===== config.mk =====
export PLATFORM = sky130hd
export DESIGN_NAME = eu_iqueue
export DESIGN_NICKNAME = d
export VERILOG_FILES = /design/src/rtl/eu_iqueue_pkg.sv /design/src/rtl/eu_iqueue_checker.sv /design/src/rtl/eu_iqueue_lane_compact.sv /design/src/rtl/eu_iqueue.sv
export SDC_FILE = /design/constraint.sdc
export NUM_CORES = 1
export LEC_CHECK = 0
export BUFFER_PORTS_ARGS = -buffer_cell sky130_fd_sc_hd__buf_2
export CORE_ASPECT_RATIO = 0.8
export CORE_UTILIZATION = 55
export CTS_CLUSTER_DIAMETER = 80
export DETAILED_ROUTE_END_ITERATION = 12
export GPL_TIMING_DRIVEN = 0
export PLACE_DENSITY = 0.79
export SLEW_MARGIN = 20
export SYNTH_ARGS = -nofsm -noshare
export SYNTH_HDL_FRONTEND = slang
export SYNTH_SLANG_ARGS = --single-unit

===== constraint.sdc =====
create_clock -name clk -period 10.43 [get_ports clk]
set_input_delay 0 -clock clk [delete_from_list [all_inputs] [get_ports clk]]
set_output_delay 0 -clock clk [all_outputs]
set_load 0.1 [all_outputs]

===== src/rtl/eu_iqueue_pkg.sv =====
// Shared types and dispatch-bus dimensions for the per-EU instruction queue.
// The queue entry is a fixed 32-bit record: ROB tag plus opaque payload.
package eu_iqueue_pkg;

    localparam int DISPATCH_LANES      = 2;
    localparam int LOG2_NUM_EXEC_UNITS = 2;

    typedef struct packed {
        logic [5:0]  rob_tag;
        logic [25:0] payload;
    } type_iqueue_entry;

    // Bits needed to hold a count in 0..n inclusive.
    function automatic int count_width(input int n);
        return $clog2(n + 1);
    endfunction

endpackage


===== src/rtl/eu_iqueue_checker.sv =====
// Protocol and occupancy invariants for eu_iqueue, kept apart from the datapath.
module eu_iqueue_checker #(
    parameter int CNTW  = 4,
    parameter int DEPTH = 8
) (
    input logic            clk,
    input logic            reset,
    input logic [CNTW-1:0] count,
    input logic            pop,
    input logic            push_any,
    input logic            fire,
    input logic            ready
);

    a_count_bound: assert property (@(posedge clk) disable iff (reset)
        count <= CNTW'(DEPTH));

    a_no_pop_empty: assert property (@(posedge clk) disable iff (reset)
        !(pop && (count == '0)));

    a_no_push_unready: assert property (@(posedge clk) disable iff (reset)
        !(fire && !ready && push_any));

endmodule


===== src/rtl/eu_iqueue_lane_compact.sv =====
// Turns per-lane select bits into packed write offsets (exclusive prefix popcount)
// plus the total number of selected lanes.
module eu_iqueue_lane_compact
    import eu_iqueue_pkg::*;
#(
    parameter int NPD = DISPATCH_LANES,
    parameter int CW  = count_width(NPD)
) (
    input  logic [NPD-1:0]         sel,
    output logic [NPD-1:0][CW-1:0] offset,
    output logic [CW-1:0]          total
);

    logic [CW-1:0] acc_s;

    // Each selected lane lands right after every earlier selected lane.
    always_comb begin
        acc_s  = '0;
        offset = '0;
        for (int k = 0; k < NPD; k++) begin
            offset[k] = acc_s;
            acc_s     = acc_s + CW'(sel[k]);
        end
        total = acc_s;
    end

endmodule


===== src/rtl/eu_iqueue.sv =====
// Per-execution-unit in-order instruction queue: snoops the dispatch bus, captures
// lanes targeted at EU_IDX in lane order and issues them one per cycle.
module eu_iqueue
    import eu_iqueue_pkg::*;
#(
    parameter logic [LOG2_NUM_EXEC_UNITS-1:0] EU_IDX = '0,
    parameter int LOG2_DEPTH                    = 3,
    parameter int NUM_PARALLEL_INSTR_DISPATCHES = DISPATCH_LANES
) (
    input  logic                           clk,
    input  logic                           reset,
    input  logic                           flush_i,
    input  type_iqueue_entry               instr_dispatch_i [NUM_PARALLEL_INSTR_DISPATCHES],
    input  logic [NUM_PARALLEL_INSTR_DISPATCHES-1:0] instr_dispatch_valid_i,
    input  logic [LOG2_NUM_EXEC_UNITS-1:0] dispatched_instr_alloc_euidx_i [NUM_PARALLEL_INSTR_DISPATCHES],
    input  logic                           dispatch_fire_i,
    output logic                           dispatch_ready_o,
    output type_iqueue_entry               issue_instr_o,
    output logic                           issue_valid_o,
    input  logic                           issue_ready_i,
    output logic [LOG2_DEPTH:0]            occupancy_o
);

    localparam int NPD   = NUM_PARALLEL_INSTR_DISPATCHES;
    localparam int DEPTH = 2 ** LOG2_DEPTH;
    localparam int CNTW  = LOG2_DEPTH + 1;
    localparam int CW    = count_width(NPD);

    type_iqueue_entry        mem_r [DEPTH];
    logic [LOG2_DEPTH-1:0]   head_r;
    logic [LOG2_DEPTH-1:0]   tail_r;
    logic [CNTW-1:0]         count_r;

    logic [NPD-1:0]          sel_s;
    logic [NPD-1:0][CW-1:0]  offset_s;
    logic [CW-1:0]           npush_s;
    logic                    pop_s;
    logic [LOG2_DEPTH-1:0]   waddr_s [NPD];

    // Lane capture qualification and compacted write addresses.
    always_comb begin
        for (int k = 0; k < NPD; k++) begin
            sel_s[k]   = dispatch_fire_i && instr_dispatch_valid_i[k] &&
                         (dispatched_instr_alloc_euidx_i[k] == EU_IDX);
            waddr_s[k] = tail_r + LOG2_DEPTH'(offset_s[k]);
        end
    end

    eu_iqueue_lane_compact #(
        .NPD (NPD),
        .CW  (CW)
    ) u_lane_compact (
        .sel    (sel_s),
        .offset (offset_s),
        .total  (npush_s)
    );

    assign pop_s = issue_valid_o && issue_ready_i;

    // Storage is not reset; pointer state alone defines which slots are live.
    always_ff @(posedge clk) begin
        if (!flush_i) begin
            for (int k = 0; k < NPD; k++) begin
                if (sel_s[k]) begin
                    mem_r[waddr_s[k]] <= instr_dispatch_i[k];
                end
            end
        end
    end

    // Pointer and count state; flush discards same-cycle pushes and pops.
    always_ff @(posedge clk or posedge reset) begin
        if (reset) begin
            head_r  <= '0;
            tail_r  <= '0;
            count_r <= '0;
        end else if (flush_i) begin
            head_r  <= '0;
            tail_r  <= '0;
            count_r <= '0;
        end else begin
            head_r  <= head_r + LOG2_DEPTH'(pop_s);
            tail_r  <= tail_r + LOG2_DEPTH'(npush_s);
            count_r <= count_r + CNTW'(npush_s) - CNTW'(pop_s);
        end
    end

    // Outputs depend on registered state only, so the shared bus ready has no input path.
    assign dispatch_ready_o = (CNTW'(DEPTH) - count_r) >= CNTW'(NPD);
    assign issue_valid_o    = (count_r != '0);
    assign occupancy_o      = count_r;

    // Head entry is driven only while valid, zero otherwise.
    always_comb begin
        if (issue_valid_o) begin
            issue_instr_o = mem_r[head_r];
        end else begin
            issue_instr_o = '0;
        end
    end

    eu_iqueue_checker #(
        .CNTW  (CNTW),
        .DEPTH (DEPTH)
    ) u_checker (
        .clk      (clk),
        .reset    (reset),
        .count    (count_r),
        .pop      (pop_s),
        .push_any (|sel_s),
        .fire     (dispatch_fire_i),
        .ready    (dispatch_ready_o)
    );

endmodule

### Word level (Yosys, flattened, before mapping)

Memories as Yosys holds them, arrays and structs flattened.
Cells that the tools add are included.

* add/subtract/negate cells: 7
* $lt $le $gt $ge: 1
* muxes and demuxes: 10
* reduce and logical (&&, ||, !) cells: 8

Operator list (number)
* 32-bit 2-to-1 mux: 1
* 3-bit by 1-bit adder with 3-bit output: 2
* 1-bit 2-to-1 mux: 6
* 3-bit 2-to-1 mux: 2
* 1-bit logical AND: 5
* 4-bit by 2-bit adder with 4-bit output: 1
* 4-bit by 2-bit greater-or-equal comparator with 1-bit output, second input constant: 1
* 2-bit logical NOT: 2
* 4-bit 2-to-1 mux: 1
* 4-bit nonzero test: 1
* 4-bit by 1-bit subtractor with 4-bit output: 1
* 4-bit subtractor, first input constant: 1
* 3-bit by 2-bit adder with 3-bit output: 1
* 1-bit by 1-bit adder with 2-bit output: 1

* flip-flop bits (word level): 10
* memory bits (writable): 256
* input port bits: 75
* output and inout bits: 38
* word-level logic and storage cells: 30
* memories: 1

Memories
* mem_r: depth 8, width 32, rd ports 1, clocked after memory_dff 0, write ports 2, RTL line eu_iqueue.sv:29 `type_iqueue_entry mem_r [DEPTH];`

### Depth between registers and ports, before layout

Gate-level depths: netlist of run 1.

* depth in word-level cells: 6
* gate-level depth with buffers: 10

### Cells and area by module

A second synthesis of run 1 with hierarchy kept.

* cell total of the unflattened synthesis: 760
* area total of the unflattened synthesis: 13585.5 um^2

Modules (own cells, without submodules)
* eu_iqueue: times used 1, cells an instance 754, area an instance 13539.2 um^2, sequential area each 7937.6 um^2
* eu_iqueue_lane_compact: times used 1, cells an instance 6, area an instance 46.3 um^2, sequential area each 0.0 um^2

### Worst setup path before layout of run 1

No wires, ideal clock.

* kind: register to register
* start: register tail_r[2]
* end: memory mem_r[2][0] in the netlist's numbering (enable)
* setup time: 466 ps
* arrival time: 3105 ps
* required time: 9964 ps
* path slack: 6859 ps
* stages on the path, launching flop included: 4
* path buffers: 1
* cell sequence: dfrtp_1 buf_2 or2_2 o21ai_0

RTL lines
* start, declared: RTL line eu_iqueue.sv:31 `logic [LOG2_DEPTH-1:0] tail_r;`
* start signal, assigned: RTL line eu_iqueue.sv:83 `tail_r <= tail_r + LOG2_DEPTH'(npush_s);`
* end, declared: RTL line eu_iqueue.sv:29

==> results of run 1 <==
==> flip-flops by register name (all words and copies together) (netlist names) <==
signal	cells
head_r	3
mem_r	256
occupancy_o	4
tail_r	3
==> how the worst min path moves through the flow <==
stage	start	endpoint	slack [ns]	depth (start not counted)
final	instr_dispatch_valid_i[1]	tail_r[0]	0.18	5
after floorplan	reset	head_r[0]	-0.16	1
after detailed placement	reset	head_r[2]	0.001	2
after CTS	instr_dispatch_valid_i[1]	tail_r[0]	0.17	5
after global routing	instr_dispatch_valid_i[1]	tail_r[0]	0.22	5
after global placement	reset	occupancy_o[1]	0.004	2
==> where the power goes <==
part	internal (uW)	switching, uW
clock	522	398
combinational	385	987
sequential	1180	12.0
total	2090	1400
==> cell usage in the layout, fill, tap and decap left out, types with 3 or more instances in the layout <==
master / netlist / routed
a22o_1: 32 / 32
and2_1: 4 / 4
buf_12: 0 / 3
buf_16: 0 / 7
buf_2: 14 / 126
buf_6: 13 / 13
clkbuf_1: 19 / 25
clkbuf_16: 0 / 27
clkinv_1: 0 / 4
clkinv_2: 0 / 4
dfrtp_1: 10 / 10
dlygate4sd3_1: 0 / 100
edfxtp_1: 256 / 256
ha_1: 12 / 12
inv_1: 11 / 11
mux2_1: 3 / 3
mux2_2: 236 / 236
mux2_4: 18 / 18
mux4_2: 64 / 64
nand2b_1: 3 / 3
nand4_1: 6 / 6
nor2_1: 6 / 6
nor2b_1: 5 / 5
nor3b_1: 4 / 4
o21ai_4: 0 / 4
o21bai_4: 0 / 4
xnor2_1: 3 / 3
==> per-stage QoR <==
stage / power [uW] / hold slack (ns)
after CTS: 3510 / 0.165
after floorplan: 2310 / -0.160
final: 3490 / 0.181
after global placement: 2550 / 0.00372
after global routing: 3610 / 0.223
after detailed placement: 2560 / 0.00125
==> kinds of logic (layout without fill, tap and decap cells) <==
family / count (synthesis) / count (layout) / synth area share, %
buffers and inverters: 60 / 329 / 2.50
xor gates and xnor gates: 7 / 7 / 0.560
adders and majority gates: 14 / 14 / 1.40
and+or+nand+nor: 40 / 40 / 2.25
DFF: 266 / 266 / 58.3
AOI/OAI and AO/OA: 46 / 46 / 2.71
muxes: 321 / 321 / 32.3
==> repair_timing <==
item                      in CTS  in global routing
hold buffers                 100                  0
hold endpoints to repair     268                  0
resized for setup              0                  0
==> per-layer routing <==
metal	global-route usage [%]	part of all wire, %
met1	36.8	42
met3	4.15	6.0
met5	0	0
met2	45.2	51
met4	4.86	1.4
==> critical path, delay by kind of cell, from the launching register on <==
kind	cells	cell delay, ns
adders and majority gates	2	0.51
and+or+nand+nor	1	0.49
DFF	1	0.44
muxes	1	0.33
buffers and inverters	3	1.42
==> final cells by class <==
type	instances	share of cell area (%)
Multi-Input combinational cell	428	32.4
Tap cell	318	2.37
Buffer	49	1.79
Timing Repair Buffer	223	10.9
Sequential cell	266	47.4
Clock buffer	33	4.17
Inverter	11	0.246
Clock inverter	13	0.709
==> impl_metrics.ini, run 1 <==
[worst_setup_path]
r2r_end = mem_r[3][11]
crit_required_ns = 10.72
crit_type = register to register
path_max_fanout = 10
arrival_ns = 3.72
critical_path.endpoint = mem_r[3][11]
crit_top_cell = ha_1
rr_worst_depth = 7
endpoint_kind = register
critPathLaunch = tail_r[0]
reg2reg_from = tail_r[0]
rrSetupSlack_ns = 7.00
cp-start-kind = register
slowest_delay_ns = 0.55
critPathSlowestCell = dlygate4sd3_1
cp_cell_sequence = ha_1 > ha_1 > clkbuf_1 > nand4_1 > buf_2 > mux2_2 > dlygate4sd3_1

[worst_hold_path]
hp-class = primary input to register

[synthesis]
postSynthCellCount = 754
ys_seq_elements = 266
synth_area_per_cell_sq_um = 18.1
yosysTopAreaCell = edfxtp_1
syn_area_sq_mm = 0.0136
yosysUniqueCellTypes = 38
yosys-top-cells-count = edfxtp_1 (256), mux2_2 (236), mux4_2 (64)
yosysWarningCount = 0
async_reset_ff_share_pct = 3.76
synth_top_area_share_pct = 56.4
yosysSeqAreaShare_pct = 58.3
synth-edff-count = 256
synth_flop_cell = edfxtp_1
synth_fp_nets = 843
ys_top_cells_by_area = edfxtp_1 (56%), mux2_2 (20%), mux4_2 (11%)
synth_most_common_cell = edfxtp_1

[clocking]
htreeDepth = 1
clockBufferDepth = 3
cts-root-buf = clkbuf_16
post-cts-setup-buffers = 0
clock_latency_ns = 0.54
numClockSinks = 266
path_clk_slew_ns = 0.06
numCtsBuffers = 27
cts_tree = built

[flow_run]
maxCapViolations = 0

[power]
peakVddDrop_uv = 174
p_leak_uw = 0.00585
powerDensity_mw_per_mm2 = 208

[finish]
multiInputGateArea_sq_mm = 0.00544
finish.net_count = 1095
ff_latch_area_sq_mm = 0.00794
design_area_sq_mm = 0.0168
diodes = 0
fill_cells = 1590
post-route-util_pct = 68.9
fin_cells = 1341
syn_to_final_growth_pct = 23.0
layout-drive-gt1-share_pct = 50.8

[placement]
gp_congestion = 0.793
post-place-ws_ns = 7.00
dp.cells = 1195
portBuffers = 112
detailed_place_hpwl_mm = 20.1
placed_cell_area_sq_mm = 0.0149

[timing]
slew_headroom_pct = 38.0
clock.fmax_mhz = 291
rsz0062_at_grt = no
tightest_slew_ns = 0.931
fin_setup_tns_ns = 0
setup_ws_ns = 7.00
fin_crit_ns = 3.43
finalMaxSlewViolations = 0
hold_viol = 0
timing.final.crit_share_pct = 32.9
finalClockSkew_ns = 0.0146
setup_viol = 0

[drt]
wire_per_inst_um = 24.3
vias_per_cell = 6.05
wirelength_mm = 32.6
vias = 8113
drc = 0
drtIter0Drc = 663
antenna_left = 0
first_pass_iters = 5

[floorplanning]
die_h_um = 143
rows = 51
core_area_sq_mm = 0.0243
io_pins = 113
die-area_sq_mm = 0.0254
start_util_pct = 56.0
die_x_um = 178

[global_route]
antenna_found_initial = 0
grt_first_pass_wirelength_mm = 49.9
grt_max_degree = 20
grt.total_usage_pct = 26.6
grt_pass1_vias = 8519
overflow = 0

[status]
status = complete, no violations
(Power assumes the default switching activity.)
==> inputs of run 2 (changes only) <==
PLACE_DENSITY = 0.82   (was 0.79)
clock period = 3.1 ns   (was 10.43 ns; I/O delays follow)
==> run 2 against run 1 <==
Non-clock buffer count down 20. Wire length up 8.2%. Sequential share of layout area up 0.093 points. Clock power rose to 3.6 times the previous value. Critical path type is now register to output pin. Critical endpoint is now issue_instr_o[21]. Largest power group unchanged.
==> impl_metrics.ini, run 2 (synthesized netlist as in run 1, its figures left out) <==
[timing]
hold_ws_ns = 0.231
finalClockSkew_ns = 0.0122
slew_headroom_pct = 32.0
hold_viol = 0
timing.final.crit_share_pct = 98.4
fin_crit_ns = 3.05
tightest_slew_ns = 1.02
setup_ws_ns = 0.0481
fin_setup_tns_ns = 0
setup_viol = 0
finalMaxSlewViolations = 0
clock.fmax_mhz = 328

[worst_setup_path]
critPathSlowestCell = clkbuf_1
endpoint_kind = output pin
arrival_ns = 3.05
slowest_delay_ns = 0.66
crit_type = register to output pin
crit_top_cell = clkbuf_1
rr_worst_depth = 7
rrSetupSlack_ns = 0.07
cp-start-kind = register
r2r_end = mem_r[6][28]
crit_required_ns = 3.10
reg2reg_from = tail_r[0]
path_max_fanout = 10
cp_cell_sequence = clkbuf_1 > clkbuf_1 > mux4_2 > a22o_2 > buf_2

[clocking]
clockBufferDepth = 3
clock_latency_ns = 0.55
numClockSinks = 266
cts_tree = built
numCtsBuffers = 28
htreeDepth = 1
cts-root-buf = clkbuf_16
path_clk_slew_ns = 0.06

[finish]
fill_cells = 1560
final_common_cell = edfxtp_1
final_cell_mix = edfxtp_1 (256), mux2_2 (236), buf_2 (126)
finish.net_count = 1076
layout-drive-gt1-share_pct = 58.1
largest_reg_flops = 256
design_area_sq_mm = 0.0167
syn_to_final_growth_pct = 22.8

[placement]
placed_cell_area_sq_mm = 0.0150
detailed_place_hpwl_mm = 21.1
portBuffers = 112
post-place-ws_ns = -0.509
gp_congestion = 0.783

[global_route]
overflow = 0
antenna_found_initial = 0
grt_max_degree = 19
grt_pass1_vias = 8709
grt_first_pass_wirelength_mm = 52.1
grt.total_usage_pct = 28.2

[floorplanning]
rows = 51
die_x_um = 178
die-area_sq_mm = 0.0254
core_area_sq_mm = 0.0243
start_util_pct = 56.0
io_pins = 113
die_h_um = 143

[power]
power_uw = 12000
comb_power_share_pct = 39.1
p_leak_uw = 0.00589
powerDensity_mw_per_mm2 = 719
peakVddDrop_uv = 736
p_switching_uw = 4840
clockPowerShare_pct = 27.4
seq_power_share_pct = 33.4
swShare_pct = 40.2
internal-power_uw = 7190

[drt]
vias_per_cell = 6.26
antenna_left = 0
first_pass_iters = 4
wire_per_inst_um = 26.5
vias = 8315
wirelength_mm = 35.3
drtIter0Drc = 910
drc = 0

[status]
status = complete, no violations

[worst_hold_path]
whs_path_depth = 5
hold_start = instr_dispatch_valid_i[1]
hp-class = primary input to register
holdPathEnd = tail_r[0]

[flow_run]
maxCapViolations = 0
run 2: what timing repair did:
| action | CTS | global route |
|---|---|---|
| pin swaps | 1 | 5 |
| setup buffers | 1 | 8 |
| gates resized for setup | 11 | 3 |
| hold buffers | 71 | 0 |
| endpoints found under the setup margin | 230 | 148 |
| hold endpoints to repair | 268 | 0 |
run 2: power by group through the flow:
stage                     clock network, uW  logic [uW]  registers, uW
after floorplan                           0        3620           4230
after global placement                    0        4570           4100
after detailed placement                  0        4610           4100
after CTS                              3320        4720           4020
after global routing                   3450        4900           4030
final                                  3300        4710           4020
run 2: final cells by class:
class	instances	area [sq um]	area share, %
inverter	11	41.3	0.247
clock buffer	37	826	4.94
timing repair buffer	204	1640	9.81
tap	318	398	2.38
sequential	266	7940	47.5
buffer	48	310	1.85
antenna	2	5.00	0.0299
clock inverter	15	85.1	0.509
multi-input combinational	428	5480	32.8
run 2: how the worst max path moves through the flow:
stage | endpoint | slack [ns] | cells after the start | from
2_1_floorplan | mem_r[4][0] | 0.007 | 6 | tail_r[0]
3_3_place_gp | mem_r[0][7] | -1.58 | 4 | dispatched_instr_alloc_euidx_i[3]
3_5_place_dp | mem_r[7][14] | -0.51 | 10 | dispatched_instr_alloc_euidx_i[3]
4_1_cts | mem_r[5][7] | 0.003 | 6 | tail_r[0]
5_1_grt | mem_r[6][28] | -0.00006 | 7 | tail_r[0]
6_report | issue_instr_o[21] | 0.05 | 5 | head_r[1]
run 2: per-stage QoR:
stage,utilization (%),std cells
global route,68.8,1327
finish,68.8,1329
CTS,68.5,1319
global placement,60.2,1184
detailed placement,61.8,1196
floorplan,-,754
run 2: per-layer routing:
| layer | up-vias | wire, um | global-route usage, % |
|---|---|---|---|
| met5 | - | 0 | 0 |
| met4 | 0 | 885 | 8.23 |
| met3 | 72 | 2490 | 4.26 |
| met2 | 404 | 17600 | 48.1 |
| met1 | 4274 | 14300 | 37.5 |
| li1 | 3565 | - | - |
run 2: worst max-delay path: cells and delay by family, from the launching register on:
family,cells,cell delay (ns)
buffers and inverters,3,1.46
muxes,1,0.44
DFF,1,0.35
AOI/OAI and AO/OA,1,0.25
